`config.mk`:
```
export PLATFORM = sky130hd
export DESIGN_NAME = prco_uart_tx
export DESIGN_NICKNAME = d
export VERILOG_FILES = /design/src/rtl/prco_uart_tx_pkg.sv /design/src/rtl/prco_sync_fifo.sv /design/src/rtl/prco_uart_tx.sv
export SDC_FILE = /design/constraint.sdc
export NUM_CORES = 1
export LEC_CHECK = 0
export ABC_CLOCK_PERIOD_IN_PS = 2800
export CELL_PAD_IN_SITES_DETAIL_PLACEMENT = 0
export CELL_PAD_IN_SITES_GLOBAL_PLACEMENT = 1
export CORE_ASPECT_RATIO = 0.9
export CORE_MARGIN = 3
export CORE_UTILIZATION = 53
export DETAILED_ROUTE_END_ITERATION = 8
export PLACE_DENSITY = 0.76
export SYNTH_ARGS = -nofsm -noshare
export SYNTH_HDL_FRONTEND = slang
export SYNTH_HIERARCHICAL = 1
export SYNTH_SLANG_ARGS = --single-unit
```
`constraint.sdc`:
```
create_clock -name i_clk -period 2.8 [get_ports i_clk]
set_input_delay 0.28 -clock i_clk [delete_from_list [all_inputs] [get_ports i_clk]]
set_output_delay 0.28 -clock i_clk [all_outputs]
set_load 0.02 [all_outputs]
```
`src/rtl/prco_uart_tx_pkg.sv`:
```
// Shared definitions for the PRCO UART transmit path: FSM state encodings,
// default bit divisor and a width helper for the baud counter.
package prco_uart_tx_pkg;

  // Serialiser states; 2-bit encoding shared with the debug port decoder.
  typedef enum logic [1:0] {
    UART_TX_IDLE  = 2'd0,
    UART_TX_START = 2'd1,
    UART_TX_DATA  = 2'd2,
    UART_TX_STOP  = 2'd3
  } uart_tx_state_e;

  // 50 MHz core clock / 115200 baud.
  localparam int PRCO_UART_DIV_115200 = 434;
  localparam int PRCO_UART_FIFO_AW    = 4;
  localparam int UART_DATA_BITS       = 8;

  // Baud counter width; a divisor of 2 still needs one bit.
  function automatic int baud_width(input int div);
    return (div > 1) ? $clog2(div) : 1;
  endfunction

endpackage

```
`src/rtl/prco_sync_fifo.sv`:
```
// Parameterised synchronous FIFO with occupancy counter. Push while full and
// pop while empty are ignored; full/empty are registered from the next count.
// The head word is read combinationally so the consumer can take it on the
// same edge it pops.
module prco_sync_fifo #(
  parameter int WIDTH = 8,
  parameter int AW    = 4
) (
  input  logic             i_clk,
  input  logic             i_reset_n,
  input  logic             i_push,
  input  logic [WIDTH-1:0] i_data,
  input  logic             i_pop,
  output logic [WIDTH-1:0] q_data,
  output logic [AW:0]      q_count,
  output logic             q_full,
  output logic             q_empty
);

  localparam int DEPTH = 1 << AW;

  logic [WIDTH-1:0] mem [DEPTH];
  logic [AW-1:0]    wr_ptr_reg;
  logic [AW-1:0]    rd_ptr_reg;
  logic [AW:0]      count_reg;
  logic [AW:0]      count_next;
  logic             full_reg;
  logic             empty_reg;
  logic             push_ok;
  logic             pop_ok;

  // Full is judged on the registered flag, before any same-cycle pop.
  assign push_ok = i_push && !full_reg;
  assign pop_ok  = i_pop && !empty_reg;

  // Next occupancy: a simultaneous push and pop cancel out.
  always_comb begin
    count_next = count_reg;
    if (push_ok && !pop_ok) begin
      count_next = count_reg + 1'b1;
    end else if (!push_ok && pop_ok) begin
      count_next = count_reg - 1'b1;
    end
  end

  // Storage write; no reset needed since reset pointers make old data unreachable.
  always_ff @(posedge i_clk) begin
    if (push_ok) begin
      mem[wr_ptr_reg] <= i_data;
    end
  end

  // Pointers (wrap naturally at DEPTH), occupancy and derived flags.
  always_ff @(posedge i_clk or negedge i_reset_n) begin
    if (!i_reset_n) begin
      wr_ptr_reg <= '0;
      rd_ptr_reg <= '0;
      count_reg  <= '0;
      full_reg   <= 1'b0;
      empty_reg  <= 1'b1;
    end else begin
      if (push_ok) begin
        wr_ptr_reg <= wr_ptr_reg + 1'b1;
      end
      if (pop_ok) begin
        rd_ptr_reg <= rd_ptr_reg + 1'b1;
      end
      count_reg <= count_next;
      full_reg  <= (count_next == (AW+1)'(DEPTH));
      empty_reg <= (count_next == '0);
    end
  end

  assign q_data  = mem[rd_ptr_reg];
  assign q_count = count_reg;
  assign q_full  = full_reg;
  assign q_empty = empty_reg;

endmodule

```
`src/rtl/prco_uart_tx.sv`:
```
// UART transmitter for the core's output path: buffers pushed bytes in a
// small FIFO and serialises them as 8N1 frames, LSB first, on q_tx.
// q_tx and q_busy are registered from the current state, so they trail the
// state register by one cycle; reset forces the line high immediately.
module prco_uart_tx
  import prco_uart_tx_pkg::*;
#(
  parameter int CLK_DIV = PRCO_UART_DIV_115200,
  parameter int FIFO_AW = PRCO_UART_FIFO_AW
) (
  input  logic             i_clk,
  input  logic             i_reset_n,
  input  logic             i_transmit,
  input  logic [7:0]       i_tx_byte,
  output logic             q_tx,
  output logic             q_tx_fifo_full,
  output logic             q_tx_fifo_empty,
  output logic             q_busy,
  output logic [FIFO_AW:0] q_count,
  output logic             q_overflow
);

  localparam int BAUD_W = baud_width(CLK_DIV);

  uart_tx_state_e                 state_reg;
  logic [BAUD_W-1:0]              baud_reg;
  logic [2:0]                     bit_idx_reg;
  logic [UART_DATA_BITS-1:0]      shift_reg;
  logic                           tx_reg;
  logic                           busy_reg;
  logic                           overflow_reg;

  logic [UART_DATA_BITS-1:0]      fifo_data;
  logic                           fifo_pop;
  logic                           fifo_full;
  logic                           fifo_empty;
  logic                           baud_last;

  prco_sync_fifo #(
    .WIDTH (UART_DATA_BITS),
    .AW    (FIFO_AW)
  ) u_fifo (
    .i_clk     (i_clk),
    .i_reset_n (i_reset_n),
    .i_push    (i_transmit),
    .i_data    (i_tx_byte),
    .i_pop     (fifo_pop),
    .q_data    (fifo_data),
    .q_count   (q_count),
    .q_full    (fifo_full),
    .q_empty   (fifo_empty)
  );

  assign baud_last = (baud_reg == BAUD_W'(CLK_DIV - 1));

  // Pop when idle, or at the very end of a stop bit so frames run back to back.
  always_comb begin
    fifo_pop = 1'b0;
    if (!fifo_empty) begin
      if (state_reg == UART_TX_IDLE) begin
        fifo_pop = 1'b1;
      end else if ((state_reg == UART_TX_STOP) && baud_last) begin
        fifo_pop = 1'b1;
      end
    end
  end

  // Serialiser FSM with baud counter, shift register and registered line/busy.
  always_ff @(posedge i_clk or negedge i_reset_n) begin
    if (!i_reset_n) begin
      state_reg   <= UART_TX_IDLE;
      baud_reg    <= '0;
      bit_idx_reg <= '0;
      shift_reg   <= '0;
      tx_reg      <= 1'b1;
      busy_reg    <= 1'b0;
    end else begin
      busy_reg <= (state_reg != UART_TX_IDLE) || !fifo_empty;
      case (state_reg)
        UART_TX_START: tx_reg <= 1'b0;
        UART_TX_DATA:  tx_reg <= shift_reg[0];
        default:       tx_reg <= 1'b1;
      endcase

      case (state_reg)
        UART_TX_IDLE: begin
          if (fifo_pop) begin
            shift_reg <= fifo_data;
            baud_reg  <= '0;
            state_reg <= UART_TX_START;
          end
        end
        UART_TX_START: begin
          if (baud_last) begin
            baud_reg    <= '0;
            bit_idx_reg <= '0;
            state_reg   <= UART_TX_DATA;
          end else begin
            baud_reg <= baud_reg + 1'b1;
          end
        end
        UART_TX_DATA: begin
          if (baud_last) begin
            baud_reg  <= '0;
            shift_reg <= shift_reg >> 1;
            if (bit_idx_reg == 3'd7) begin
              state_reg <= UART_TX_STOP;
            end else begin
              bit_idx_reg <= bit_idx_reg + 1'b1;
            end
          end else begin
            baud_reg <= baud_reg + 1'b1;
          end
        end
        default: begin
          if (baud_last) begin
            baud_reg <= '0;
            if (fifo_pop) begin
              shift_reg <= fifo_data;
              state_reg <= UART_TX_START;
            end else begin
              state_reg <= UART_TX_IDLE;
            end
          end else begin
            baud_reg <= baud_reg + 1'b1;
          end
        end
      endcase
    end
  end

  // Sticky flag: a push arrived while the FIFO was already full.
  always_ff @(posedge i_clk or negedge i_reset_n) begin
    if (!i_reset_n) begin
      overflow_reg <= 1'b0;
    end else if (i_transmit && fifo_full) begin
      overflow_reg <= 1'b1;
    end
  end

  assign q_tx            = tx_reg;
  assign q_busy          = busy_reg;
  assign q_tx_fifo_full  = fifo_full;
  assign q_tx_fifo_empty = fifo_empty;
  assign q_overflow      = overflow_reg;

endmodule

```
==> results.cfg <==
[yosys]
synthesis.area_sq_um = 7220
yosysTopAreaCell = edfxtp_1
yosys.area.top_type_share_pct = 53.2
synthTopCellsByArea = edfxtp_1, dfrtp_1, mux4_1
synth_ff_type = edfxtp_1
yosysUniqueCellTypes = 52
syn_avg_cell_area_sq_um = 17.2
synth_cells = 419
async_flop_share_pct = 23.8
ys_seq_area_share_pct = 67.1
yosys_warnings = 6
synth_fp_nets = 445
yosys_register_bits = 168
synth_edf_count = 128

[final_layout]
final_util_pct = 62.4
syn2layout_area_growth_pct = 12.5
fill_cells = 957
largest_reg_flops = 128
drive_gt1_share_pct = 17.0
diodes = 0
final_area_sq_um = 8130
nets = 478
final-instance-count-excl-fill = 629

[global_routing]
grtUsageTotal_pct = 18.7
grt_max_degree = 29
grt_pass1_vias = 3658
grt_remaining_overflow = 0
grt_pass1_wl_microns = 20700
antenna_found_initial = 0

[pwr]
power.density_nw_per_um2 = 1010
p_leak_nw = 2.95
power_mw = 8.24
vdd_drop_max_uv = 676

[detailed_routing]
via_count = 3681
vias_per_cell = 5.85
avgRoutedWirePerCell_microns = 20.7
drc = 0
drt_wl_total_microns = 13000
drt_iter0_drc = 267
drt_pre_antenna_iters = 4
postRouteAntennaNets = 0

[clock_network]
cts_buffers = 17
worstSkewPairLatency_ns = 0.42
cts_tree = done
cts_max_path_buffers = 2
cts_sinks = 168
cts_root_buf = clkbuf_16
post_cts_resized = 0
cts_setup_buffers = 0
ctsHtreeMaxLevel = 4
clk_pin_slew_ns = 0.06

[worst_setup_path]
crit_buf_inv = 2
critPathMaxFanout = 8
arrival_ns = 2.79
endpoint_kind = register
slowest_delay_ns = 0.41
timing.rr.start = baud_reg[1]
start_kind = register
critPathMostFrequentCell = nor2_1
slowest_stage = dfrtp_1
crit_chain = inv_1 > ha_1 > nand4b_4 > nor2_1 > a21oi_1 > nor2_1 > nor2b_1 > buf_4 > nand3_1 > a21boi_0 > o32ai_1 > nor3_1
critical_path_class = reg2reg
crit_family = simple AND/OR/NAND/NOR gates
critPathRequiredTime_ns = 3.14
crit_start = baud_reg[1]

[timing]
period_share_pct = 87.6
min_period_ns = 2.45
hold_viol = 0
worst_slew_pin_slew_ns = 0.723
setup_violations = 0
slew_viol_final = 0
finalSetupTns_ns = 0
max_slew_margin_pct = 51.7
rsz0062_at_grt = no
max_freq_mhz = 408
finClkSkew_ns = 0.00992

[worst_hold_path]
hold_path.class = in2async

[floorplan]
fp.dieW_microns = 129
num_rows = 39
start_util_pct = 55.4
ios = 21
design.die.area_sq_um = 15100
die_h_microns = 117
core_sq_um = 13000

[place]
globalplace.congestion = 0.782
dp_hpwl_microns = 8540
portBuffers = 20
place_area_sq_um = 7580
placed_cells = 596

[outcome]
outcome = completed

[run]
maxCapViolations = 0
==> placed cells by master (no fill, tap or decap), drive strengths merged, types with 3 or more instances in the layout <==
cell type / count
inv: 17
nor3: 9
edfxtp: 128
clkinv: 5
dfrtp: 38
and2: 18
and3: 3
a22o: 7
clkbuf: 20
nor2: 14
a22oi: 18
ha: 15
xnor2: 9
nand2: 27
o21ai: 10
clkdlybuf4s50: 19
nand3: 5
nor2b: 6
mux2: 17
mux4: 32
buf: 10
a31oi: 3
==> metal layers <==
layer  vias to the layer above  wire length, microns  track usage (%)
met5                         -                     0                0
met4                         0                   133             5.25
met3                        13                   714             4.44
met2                        96                  6030             27.9
met1                      1851                  6160             28.1
li1                       1721                     -                -
==> synth_stat cells (3+ instances only) <==
master	instances
mux2_2	9
nor2_1	12
o21ai_0	10
dfrtp_1	38
and3_1	3
mux4_1	18
a22o_1	7
nor2b_1	6
edfxtp_1	128
buf_2	3
buf_6	4
mux2_4	8
and2_1	18
nand3_1	5
ha_1	15
nor3_1	9
a31oi_1	3
inv_1	12
a22oi_1	18
clkbuf_1	4
mux4_2	14
xnor2_1	9
nand2_1	27
==> worst reg2reg max path, stage by stage (launching register included) <==
cell and delay (ns):
dfrtp_1 0.41, inv_1 0.08, ha_1 0.19, nand4b_4 0.14
nor2_1 0.22, a21oi_1 0.13, nor2_1 0.12, nor2b_1 0.15
buf_4 0.17, nand3_1 0.10, a21boi_0 0.33, o32ai_1 0.16
nor3_1 0.18
==> kinds of logic (layout without fill, tap and decap cells) <==
group                    Yosys count  after routing  share of synthesized area [%]
XOR/XNOR                          11             11                           1.33
AO/OA/AOI/OAI                     52             52                           5.16
adder cells (fa/ha/maj)           15             15                           2.60
AND/OR/NAND/NOR                   95             95                           7.27
buffers and inverters             28             74                           2.42
flip-flops                       168            168                           67.1
multiplexers                      50             50                           14.1
==> power by group <==
| part | internal [mW] | switching (mW) | total (mW) |
|---|---|---|---|
| Clock | 1.17 | 0.947 | 2.12 |
| Combinational | 1.33 | 1.39 | 2.72 |
| Sequential | 3.12 | 0.282 | 3.41 |
==> metrics by stage <==
step / setup WS (ns) / hold slack, ns
after floorplan: 0.706 / -0.0156
after global placement: 0.503 / 0.180
after detailed placement: 0.414 / 0.181
after CTS: 0.409 / 0.271
after global routing: 0.120 / 0.303
final: 0.347 / 0.280
==> path summary, 6_finish.rpt <==
kind	end	slack, ns	cells after the start
worst max register to register	u_fifo/q_empty	0.35	12
worst max-delay path	u_fifo/q_empty	0.35	12
worst min register to register	q_overflow	0.46	1
min in group i_clk	q_overflow	0.46	1
worst min-delay path	shift_reg[7]	0.28	2
max in group asynchronous	u_fifo/q_empty	1.90	3
==> layout make-up <==
type | instances | area (sq um) | share of cell area (%)
Timing Repair Buffer | 30 | 285 | 3.51
Inverter | 12 | 45.0 | 0.554
Clock inverter | 12 | 92.6 | 1.14
Tap cell | 164 | 205 | 2.53
Multi-Input combinational cell | 223 | 2200 | 27.1
Clock buffer | 20 | 447 | 5.50
Sequential cell | 168 | 4850 | 59.7
==> timing repair <==
item	in CTS	in global routing
hold buffers	1	0
endpoints found under the setup margin	0	0
hold endpoints to repair	11	0
No activity file was read; power rests on OpenSTA's default activity.
